`src/rtl/alu_pmu_pkg.sv`:
```
// Shared definitions for the PD_ALU power sequencer: state encoding, per-state
// control values, ALU opcodes and default delays.
package alu_pmu_pkg;

    localparam int unsigned STATE_W = 3;

    typedef enum logic [STATE_W-1:0] {
        ST_ON      = 3'd0,
        ST_DRAIN   = 3'd1,
        ST_ISO     = 3'd2,
        ST_SAVE    = 3'd3,
        ST_OFF     = 3'd4,
        ST_PWRUP   = 3'd5,
        ST_RESTORE = 3'd6
    } pwr_state_e;

    localparam logic [3:0] OP_MUL = 4'b1000;
    localparam logic [3:0] OP_DIV = 4'b1001;

    localparam int unsigned DEF_ISO_CYC      = 2;
    localparam int unsigned DEF_PWRUP_CYC    = 4;
    localparam int unsigned DEF_IDLE_TIMEOUT = 0;
    localparam int unsigned DEF_CNT_W        = 8;

    typedef struct packed {
        logic pwr_en;
        logic iso_en;
        logic save;
        logic restore;
        logic pwr_ready;
        logic sleep_ack;
    } pwr_ctrl_t;

    // Domain control values held while in a given state.
    function automatic pwr_ctrl_t ctrl_of(input pwr_state_e s);
        pwr_ctrl_t c;
        c = '0;
        case (s)
            ST_ON: begin
                c.pwr_en    = 1'b1;
                c.pwr_ready = 1'b1;
            end
            ST_DRAIN: c.pwr_en = 1'b1;
            ST_ISO, ST_PWRUP: begin
                c.pwr_en = 1'b1;
                c.iso_en = 1'b1;
            end
            ST_SAVE: begin
                c.pwr_en = 1'b1;
                c.iso_en = 1'b1;
                c.save   = 1'b1;
            end
            ST_OFF: begin
                c.iso_en    = 1'b1;
                c.sleep_ack = 1'b1;
            end
            ST_RESTORE: begin
                c.pwr_en  = 1'b1;
                c.iso_en  = 1'b1;
                c.restore = 1'b1;
            end
            default: c = '0;
        endcase
        return c;
    endfunction

endpackage

```
`src/rtl/pmu_delay_timer.sv`:
```
// Load/count/done counter timing the ISO and PWRUP dwell windows.
module pmu_delay_timer #(
    parameter int unsigned CNT_W = 8
) (
    input  logic             clk,
    input  logic             rst_n,
    input  logic             load,
    input  logic             en,
    input  logic [CNT_W-1:0] last_val,
    output logic             done_c
);

    logic [CNT_W-1:0] cnt_q;

    always_ff @(posedge clk or negedge rst_n) begin
        if (!rst_n) begin
            cnt_q <= '0;
        end else if (load) begin
            cnt_q <= '0;
        end else if (en) begin
            cnt_q <= cnt_q + CNT_W'(1);
        end
    end

    assign done_c = (cnt_q == last_val);

endmodule

```
`src/rtl/alu_pwr_seq_ctrl.sv`:
```
// PD_ALU power sequencer: drain, isolate, save, power off, and the reverse on
// wake; gates ALU starts and optionally auto-sleeps after an idle timeout.
module alu_pwr_seq_ctrl
    import alu_pmu_pkg::*;
#(
    parameter int unsigned ISO_CYC      = DEF_ISO_CYC,
    parameter int unsigned PWRUP_CYC    = DEF_PWRUP_CYC,
    parameter int unsigned IDLE_TIMEOUT = DEF_IDLE_TIMEOUT,
    parameter int unsigned CNT_W        = DEF_CNT_W
) (
    input  logic               clk,
    input  logic               rst_n,
    input  logic               sleep_req,
    input  logic               wake_req,
    input  logic               start_in,
    input  logic               alu_busy,
    output logic               alu_start,
    output logic               alu_pwr_en,
    output logic               iso_en,
    output logic               save,
    output logic               restore,
    output logic               pwr_ready,
    output logic               sleep_ack,
    output logic [STATE_W-1:0] pwr_state
);

    localparam logic [CNT_W-1:0] ISO_LAST   = CNT_W'(ISO_CYC - 1);
    localparam logic [CNT_W-1:0] PWRUP_LAST = CNT_W'(PWRUP_CYC - 1);
    localparam logic [CNT_W-1:0] IDLE_LIM   = CNT_W'(IDLE_TIMEOUT);
    localparam bit               IDLE_EN    = (IDLE_TIMEOUT != 0);

    pwr_state_e       state_q, state_d;
    pwr_ctrl_t        ctrl_q, ctrl_d;
    logic             load_c, count_en_c, delay_done_c, idle_hit_c;
    logic [CNT_W-1:0] delay_last_c;
    logic [CNT_W-1:0] idle_cnt_q;

    always_ff @(posedge clk or negedge rst_n) begin
        if (!rst_n) begin
            state_q <= ST_ON;
            ctrl_q  <= ctrl_of(ST_ON);
        end else begin
            state_q <= state_d;
            ctrl_q  <= ctrl_d;
        end
    end

    // Next state; control flops are loaded from the decode of the next state.
    always_comb begin
        state_d      = state_q;
        count_en_c   = 1'b0;
        delay_last_c = ISO_LAST;
        case (state_q)
            ST_ON: begin
                if (!wake_req && (sleep_req || idle_hit_c)) state_d = ST_DRAIN;
            end
            ST_DRAIN: begin
                if (wake_req)       state_d = ST_ON;
                else if (!alu_busy) state_d = ST_ISO;
            end
            ST_ISO: begin
                count_en_c = 1'b1;
                if (delay_done_c) state_d = ST_SAVE;
            end
            ST_SAVE:  state_d = ST_OFF;
            ST_OFF: begin
                if (wake_req) state_d = ST_PWRUP;
            end
            ST_PWRUP: begin
                count_en_c   = 1'b1;
                delay_last_c = PWRUP_LAST;
                if (delay_done_c) state_d = ST_RESTORE;
            end
            ST_RESTORE: state_d = ST_ON;
            default:    state_d = ST_ON;
        endcase
        ctrl_d = ctrl_of(state_d);
        load_c = ((state_d == ST_ISO)   && (state_q != ST_ISO)) ||
                 ((state_d == ST_PWRUP) && (state_q != ST_PWRUP));
    end

    pmu_delay_timer #(
        .CNT_W(CNT_W)
    ) u_delay (
        .clk      (clk),
        .rst_n    (rst_n),
        .load     (load_c),
        .en       (count_en_c),
        .last_val (delay_last_c),
        .done_c   (delay_done_c)
    );

    // Idle counter saturates at the timeout so the hit stays asserted.
    always_ff @(posedge clk or negedge rst_n) begin
        if (!rst_n) begin
            idle_cnt_q <= '0;
        end else if (!IDLE_EN || (state_q != ST_ON) || start_in || alu_busy) begin
            idle_cnt_q <= '0;
        end else if (idle_cnt_q != IDLE_LIM) begin
            idle_cnt_q <= idle_cnt_q + CNT_W'(1);
        end
    end

    assign idle_hit_c = IDLE_EN && (idle_cnt_q == IDLE_LIM);

    assign alu_start  = start_in && (state_q == ST_ON);
    assign alu_pwr_en = ctrl_q.pwr_en;
    assign iso_en     = ctrl_q.iso_en;
    assign save       = ctrl_q.save;
    assign restore    = ctrl_q.restore;
    assign pwr_ready  = ctrl_q.pwr_ready;
    assign sleep_ack  = ctrl_q.sleep_ack;
    assign pwr_state  = state_q;

endmodule

```
`config.mk`:
```
export PLATFORM = sky130hd
export DESIGN_NAME = alu_pwr_seq_ctrl
export DESIGN_NICKNAME = d
export VERILOG_FILES = /design/src/rtl/alu_pmu_pkg.sv /design/src/rtl/pmu_delay_timer.sv /design/src/rtl/alu_pwr_seq_ctrl.sv
export SDC_FILE = /design/constraint.sdc
export NUM_CORES = 1
export LEC_CHECK = 0
export BUFFER_PORTS_ARGS = -buffer_cell sky130_fd_sc_hd__buf_2
export CAP_MARGIN = 30
export CORE_MARGIN = 2
export CORE_UTILIZATION = 50
export CTS_BUF_LIST = sky130_fd_sc_hd__clkbuf_16
export DETAILED_ROUTE_END_ITERATION = 7
export GPL_TIMING_DRIVEN = 1
export PLACE_DENSITY = 0.84
export SYNTH_ARGS = -nofsm -noshare
export SYNTH_HDL_FRONTEND = slang
export SYNTH_SLANG_ARGS = --single-unit
```
`constraint.sdc`:
```
create_clock -name clk -period 1.71 [get_ports clk]
set_input_delay 0.0855 -clock clk [delete_from_list [all_inputs] [get_ports clk]]
set_output_delay 0.0855 -clock clk [all_outputs]
set_load 0.02 [all_outputs]
```
# Word level (Yosys, flattened, before mapping)
# Cells that the tools add are included.
[op_classes] n_addsub=1 n_eq_ne=14 mux=17 reduce_logical=12
[ops] op="3-bit two-way mux" count=6
[ops] op="3-bit one-hot mux with 6 select lines" count=1
[ops] op="8-bit two-way mux" count=2
[ops] op="3-bit equality test (second input constant)" count=5
[ops] op="3-bit by 2-bit equality test with 1-bit output (second input constant)" count=4
[ops] op="8-bit by 1-bit adder with 8-bit output (second input constant)" count=1
[ops] op="8-bit by 2-bit equality test with 1-bit output" count=1
[ops] op="1-bit two-way mux" count=7
[ops] op="3-bit by 1-bit equality test with 1-bit output (second input constant)" count=2
[ops] op="3-bit zero test" count=2
[ops] op="6-bit OR reduction" count=1
[ops] op="5-bit OR reduction" count=1
[ops] op="1-bit logical AND" count=4
[ops] op="3-bit by 2-bit inequality test with 1-bit output (second input constant)" count=1
[ops] op="3-bit inequality test (second input constant)" count=1
[ops] op="2-bit two-way mux" count=1
[ops] op="2-bit nonzero test" count=1
[ops] op="2-bit OR reduction" count=1
[ops] op="1-bit zero test" count=1
[ops] op="1-bit logical OR" count=1
[totals] ff_bits=17 inputBits=6 output_inout_bits=10

# Depth between registers and ports, before layout
[depth] word_depth=9 ltp_mapped=5 ltp_nobuf=5

# Hierarchy
# From an unflattened synthesis, not the netlist that was laid out.
[hier_totals] hier_cells=90 area_unflattened_um2=913.4
[modules_own_cells] mod="pmu_delay_timer" instances=1 cells_each=49 area_per_inst_um2=476.7 seq_area_each_um2=200.2
[modules_own_cells] mod="alu_pwr_seq_ctrl" instances=1 cells_each=41 area_per_inst_um2=436.7 seq_area_each_um2=227.7

# Worst setup path before layout
# Ideal clock, no wire load.
[synth_timing] kind="register to output" from="register state_q[2], in the netlist pwr_state[2]" to="output alu_start" arrival_ps=1476 required_ps=1624 slack_ps=148 path_stages_with_launch=3 path_buffers=1 path_cell_list="dfrtp_1 -> buf_2 -> nor4b_1"
[synth_via] elab_chain_len=2
[synth_lines] element="from (decl)" line="alu_pwr_seq_ctrl.sv:32" source="pwr_state_e state_q, state_d;"
[synth_lines] element="from (signal assigned)" line="alu_pwr_seq_ctrl.sv:43" source="state_q <= state_d;"
[synth_lines] element="3-bit zero test" line="alu_pwr_seq_ctrl.sv:106" source="assign alu_start = start_in && (state_q == ST_ON);"
[synth_lines] element="1-bit logical AND" line="alu_pwr_seq_ctrl.sv:106"
[synth_lines] element="to (decl)" line="alu_pwr_seq_ctrl.sv:17" source="output logic alu_start,"
# Every way passes these cells.

# Worst setup path after layout
[layout_timing] from="register state_q[0], in the netlist pwr_state[0]" to="register u_delay.cnt_q[4]"
[layout_via] elab_chain_len=9 elab_cells_between_ends=26 cone_classes="eq/ne (10); mux (10); reduce/logical (6)"
[layout_lines] element="3-bit equality test" line="alu_pwr_seq_ctrl.sv:53" source="case (state_q)"
[layout_lines] element="2-bit two-way mux" line="alu_pwr_seq_ctrl.sv:53"
[layout_lines] element="8-bit by 2-bit equality test with 1-bit output" line="pmu_delay_timer.sv:25" source="assign done_c = (cnt_q == last_val);"
[layout_lines] element="3-bit two-way mux (on tied branches)" line="alu_pwr_seq_ctrl.sv:72, alu_pwr_seq_ctrl.sv:63"
[layout_lines] element="3-bit one-hot mux with 6 select lines" line="alu_pwr_seq_ctrl.sv:53"
[layout_lines] element="3-bit by 2-bit equality test with 1-bit output / 3-bit equality test (equally long branches)" line="alu_pwr_seq_ctrl.sv:78, alu_pwr_seq_ctrl.sv:79"
[layout_lines] element="1-bit logical AND (on tied branches)" line="alu_pwr_seq_ctrl.sv:78, alu_pwr_seq_ctrl.sv:79"
[layout_lines] element="1-bit logical OR" line="alu_pwr_seq_ctrl.sv:78" source="load_c = ((state_d == ST_ISO) && (state_q != ST_ISO)) ||"
[layout_lines] element="8-bit two-way mux / 2-bit nonzero test (equally long branches)"
[layout_lines] element="to (signal assigned)" line="pmu_delay_timer.sv:21" source="cnt_q <= cnt_q + CNT_W'(1);"
[layout_lines] element="to (decl)" line="pmu_delay_timer.sv:13" source="logic [CNT_W-1:0] cnt_q;"
# Parallel ways exist; a longest one is shown, timed or not.
# A chain may end at the register's enable or synchronous reset.

==> results.toml <==
[timing]
drv_slew = 0
grt_setup_unrepaired = "false"
post-route-period-util_pct = 91.0
fmaxAchievable_ghz = 0.643
period_needed_ns = 1.56
layout_setup_ws_ns = 0.154
fin_setup_tns_ns = 0
fin_skew_ns = 0.00150
setup_viol = 0
hold_viol = 0
worst_pin_slew_ns = 0.387
slew_headroom_pct = 73.9

[synth]
yosys.area.top_type = "dfrtp_1"
ys_ff_latch = 17
synth_cell_types = 35
synth_area_um2 = 877
synth_warnings = 0
syn-instance-count = 88
syn_nets = 95
syn_avg_cell_area_um2 = 9.97
synth_top_area_share_pct = 42.8
synthTopCellsByArea = "dfrtp_1 (43%), dfstp_2 (6.0%), xor2_1 (5.0%)"
ys_seq_area_share_pct = 48.8

[min_path]
min_to = "alu_pwr_en$_DFF_PN1_"
hp-class = "in -> reg"
hp-start = "wake_req"
hold_depth = 2

[setup_path]
crit_buf_inv = 0
cp_data_required_time_ns = 1.88
cp_slowest_cell = "dfrtp_1"
r2r-start = "pwr_state[0]$_DFF_PN0_"
crit_chain = "and3b_1 -> o21ai_2 -> or3_1 -> a21oi_1"
critPathTopFamily = "simple AND/OR/NAND/NOR gates"
path_class = "reg -> reg"
worst_setup_path_end_kind = "flip-flop"
r2r-end = "u_delay.cnt_q[4]$_DFFE_PN0P_"
worst_path_largest_cell_delay_ns = 0.48
critPathMaxFanout = 8
cp.arrival_ns = 1.73
crit_path_start_kind = "flip-flop"
r2r_setup_slack_ns = 0.15
rr_worst_depth = 4

[cells_and_area]
fillers = 145
nNetsFinal = 117
n_antenna_cell = 0
area_delta_synth_final_pct = 22.7
drive_above_1_share_pct = 24.8

[place]
dp_slack_ns = 0.195
place_congestion = 0.846
place_hpwl_mm = 1.27
port_buffers = 15

[floorplan]
io_pins = 16
die_area_um2 = 2100
initial_utilization_pct = 51.9
die_y_um = 45.9
core_um2 = 1690
rows = 15
dieWidth_um = 45.9

[detailed_routing]
drtAntennaViolNets = 0
drc = 0
num_vias = 705
wl_mm = 1.78
avgRoutedWirePerCell_um = 14.1
drt_iter0_markers = 8
drt-pass1-iter-count = 4
via_per_inst = 5.60

[flow_run]
max_cap_violations = 0

[clocking]
clock-sinks = 17
cts_buffers = 3
cts_root_buf = "clkbuf_16"
ctsHtreeMaxLevel = 1
worstSkewPairLatency_ns = 0.24
cts_max_path_buffers = 2
cts_tree = "done"
cts_setup_buffers = 0
clk_pin_slew_ns = 0.05

[global_route]
grt-ovfl-total = 0
grt_pass1_vias = 622
track_usage_pct = 19.4
antenna_found_initial = 0
grt_pass1_wl_mm = 2.84
grt_max_degree = 18

[power_and_ir_drop]
vdd_drop_max_uv = 876
p_leak_nw = 0.528
p_per_area_nw_per_um2 = 1720

[outcome]
outcome = "finished, final reports clean"
## sequential cells by signal, indices dropped and copies added, names as in the netlist
| signal | flops |
|---|---|
| alu_pwr_en | 1 |
| iso_en | 1 |
| pwr_ready | 1 |
| save | 1 |
| u_delay.cnt_q | 8 |
| sleep_ack | 1 |
| pwr_state | 3 |
| restore | 1 |
## synth_stat cells
| master | n |
|---|---|
| xor2_1 | 5 |
| nand2_1 | 7 |
| mux2i_1 | 3 |
| nand2b_1 | 1 |
| nand4_1 | 1 |
| nor2b_1 | 2 |
| nor3b_4 | 1 |
| o211ai_1 | 2 |
| nor4_1 | 2 |
| a22oi_1 | 1 |
| a211oi_1 | 1 |
| dfrtp_1 | 15 |
| nor4b_1 | 1 |
| a21oi_1 | 6 |
| and4_1 | 2 |
| or3_1 | 2 |
| ha_1 | 1 |
| o21bai_1 | 1 |
| buf_2 | 1 |
| nand3b_1 | 1 |
| and3b_1 | 1 |
| nand3_1 | 1 |
| o31a_1 | 1 |
| and2b_1 | 1 |
| buf_4 | 2 |
| nor2_1 | 11 |
| o2111ai_1 | 1 |
| and3_1 | 1 |
| a211o_1 | 1 |
| dfstp_2 | 2 |
| o21ai_2 | 1 |
| o22ai_1 | 2 |
| o21ai_0 | 3 |
| clkbuf_1 | 1 |
| inv_1 | 3 |
## worst reg2reg max path, cell delays in order, from the launching register on
cell and delay (ns):
dfrtp_1 0.48, and3b_1 0.38, o21ai_2 0.12, or3_1 0.35, a21oi_1 0.15
## metrics by stage
step	utilization [%]	hold slack, ns	total power, mW	area (um2)	instances
CTS	63.7	0.171	1.86	1080	126
global placement	58.4	0.0154	1.37	987	121
global route	63.7	0.188	1.96	1080	126
detailed placement	58.4	0.0193	1.38	987	121
floorplan	-	-0.210	1.16	877	88
finish	63.7	0.177	1.85	1080	126
## routing by layer
metal  share of wire, %  global-route usage, %
met1                 46                   26.2
met2                 48                   28.3
met3                4.5                   3.57
met5                  0                      0
met4                1.1                   12.0
## worst max-delay path by stage
stage	startpoint	endpoint	slack (ns)	cells after the start
2_1_floorplan	pwr_state[2]$_DFF_PN0_	alu_start	0.15	2
5_1_grt	pwr_state[2]$_DFF_PN0_	u_delay.cnt_q[4]$_DFFE_PN0P_	0.07	4
3_3_place_gp	pwr_state[0]$_DFF_PN0_	u_delay.cnt_q[6]$_DFFE_PN0P_	0.26	4
4_1_cts	pwr_state[0]$_DFF_PN0_	u_delay.cnt_q[4]$_DFFE_PN0P_	0.17	4
3_5_place_dp	pwr_state[0]$_DFF_PN0_	u_delay.cnt_q[4]$_DFFE_PN0P_	0.19	4
6_report	pwr_state[0]$_DFF_PN0_	u_delay.cnt_q[4]$_DFFE_PN0P_	0.15	4
## where the power goes
| part | internal, mW | total (mW) | switching, mW |
|---|---|---|---|
| Combinational | 0.307 | 0.743 | 0.436 |
| Clock | 0.310 | 0.453 | 0.143 |
| Sequential | 0.526 | 0.653 | 0.127 |
## placed cells by master (no fill, tap or decap), types with 2 or more instances in the layout
cell type  synthesis  routed
xor2_1             5       5
o21ai_0            3       3
buf_4              2       5
dfrtp_1           15      15
nor2_1            11      11
clkbuf_16          0       3
o211ai_1           2       2
o22ai_1            2       2
a21oi_1            6       6
nor2b_1            2       2
nor4_1             2       2
buf_2              1      15
inv_1              3       4
mux2i_1            3       3
or3_1              2       2
dfstp_2            2       2
nand2_1            7       7
and4_1             2       2
## kinds of logic after synthesis
kind of cell / after synthesis / share of synthesized area, %
buf+inv: 7 / 3.99
simple gates: 35 / 22.5
xor+xnor: 5 / 4.99
mux: 3 / 3.42
fa+ha+maj: 1 / 1.43
flops: 17 / 48.8
compound gates: 20 / 14.8
## what timing repair did
action                    in CTS  in global routing
hold endpoints to repair      15                  0
gates resized for setup        0                  0
hold buffers                   1                  0
## area by class of cell
| class | count | area [um2] | area share, % |
|---|---|---|---|
| Clock buffer | 3 | 75.1 | 6.98 |
| Tap cell | 17 | 21.3 | 1.98 |
| Multi-Input combinational cell | 64 | 414 | 38.5 |
| Clock inverter | 1 | 3.75 | 0.349 |
| Inverter | 3 | 11.3 | 1.05 |
| Timing Repair Buffer | 21 | 123 | 11.4 |
| Sequential cell | 17 | 428 | 39.8 |
(Power assumes the default switching activity.)
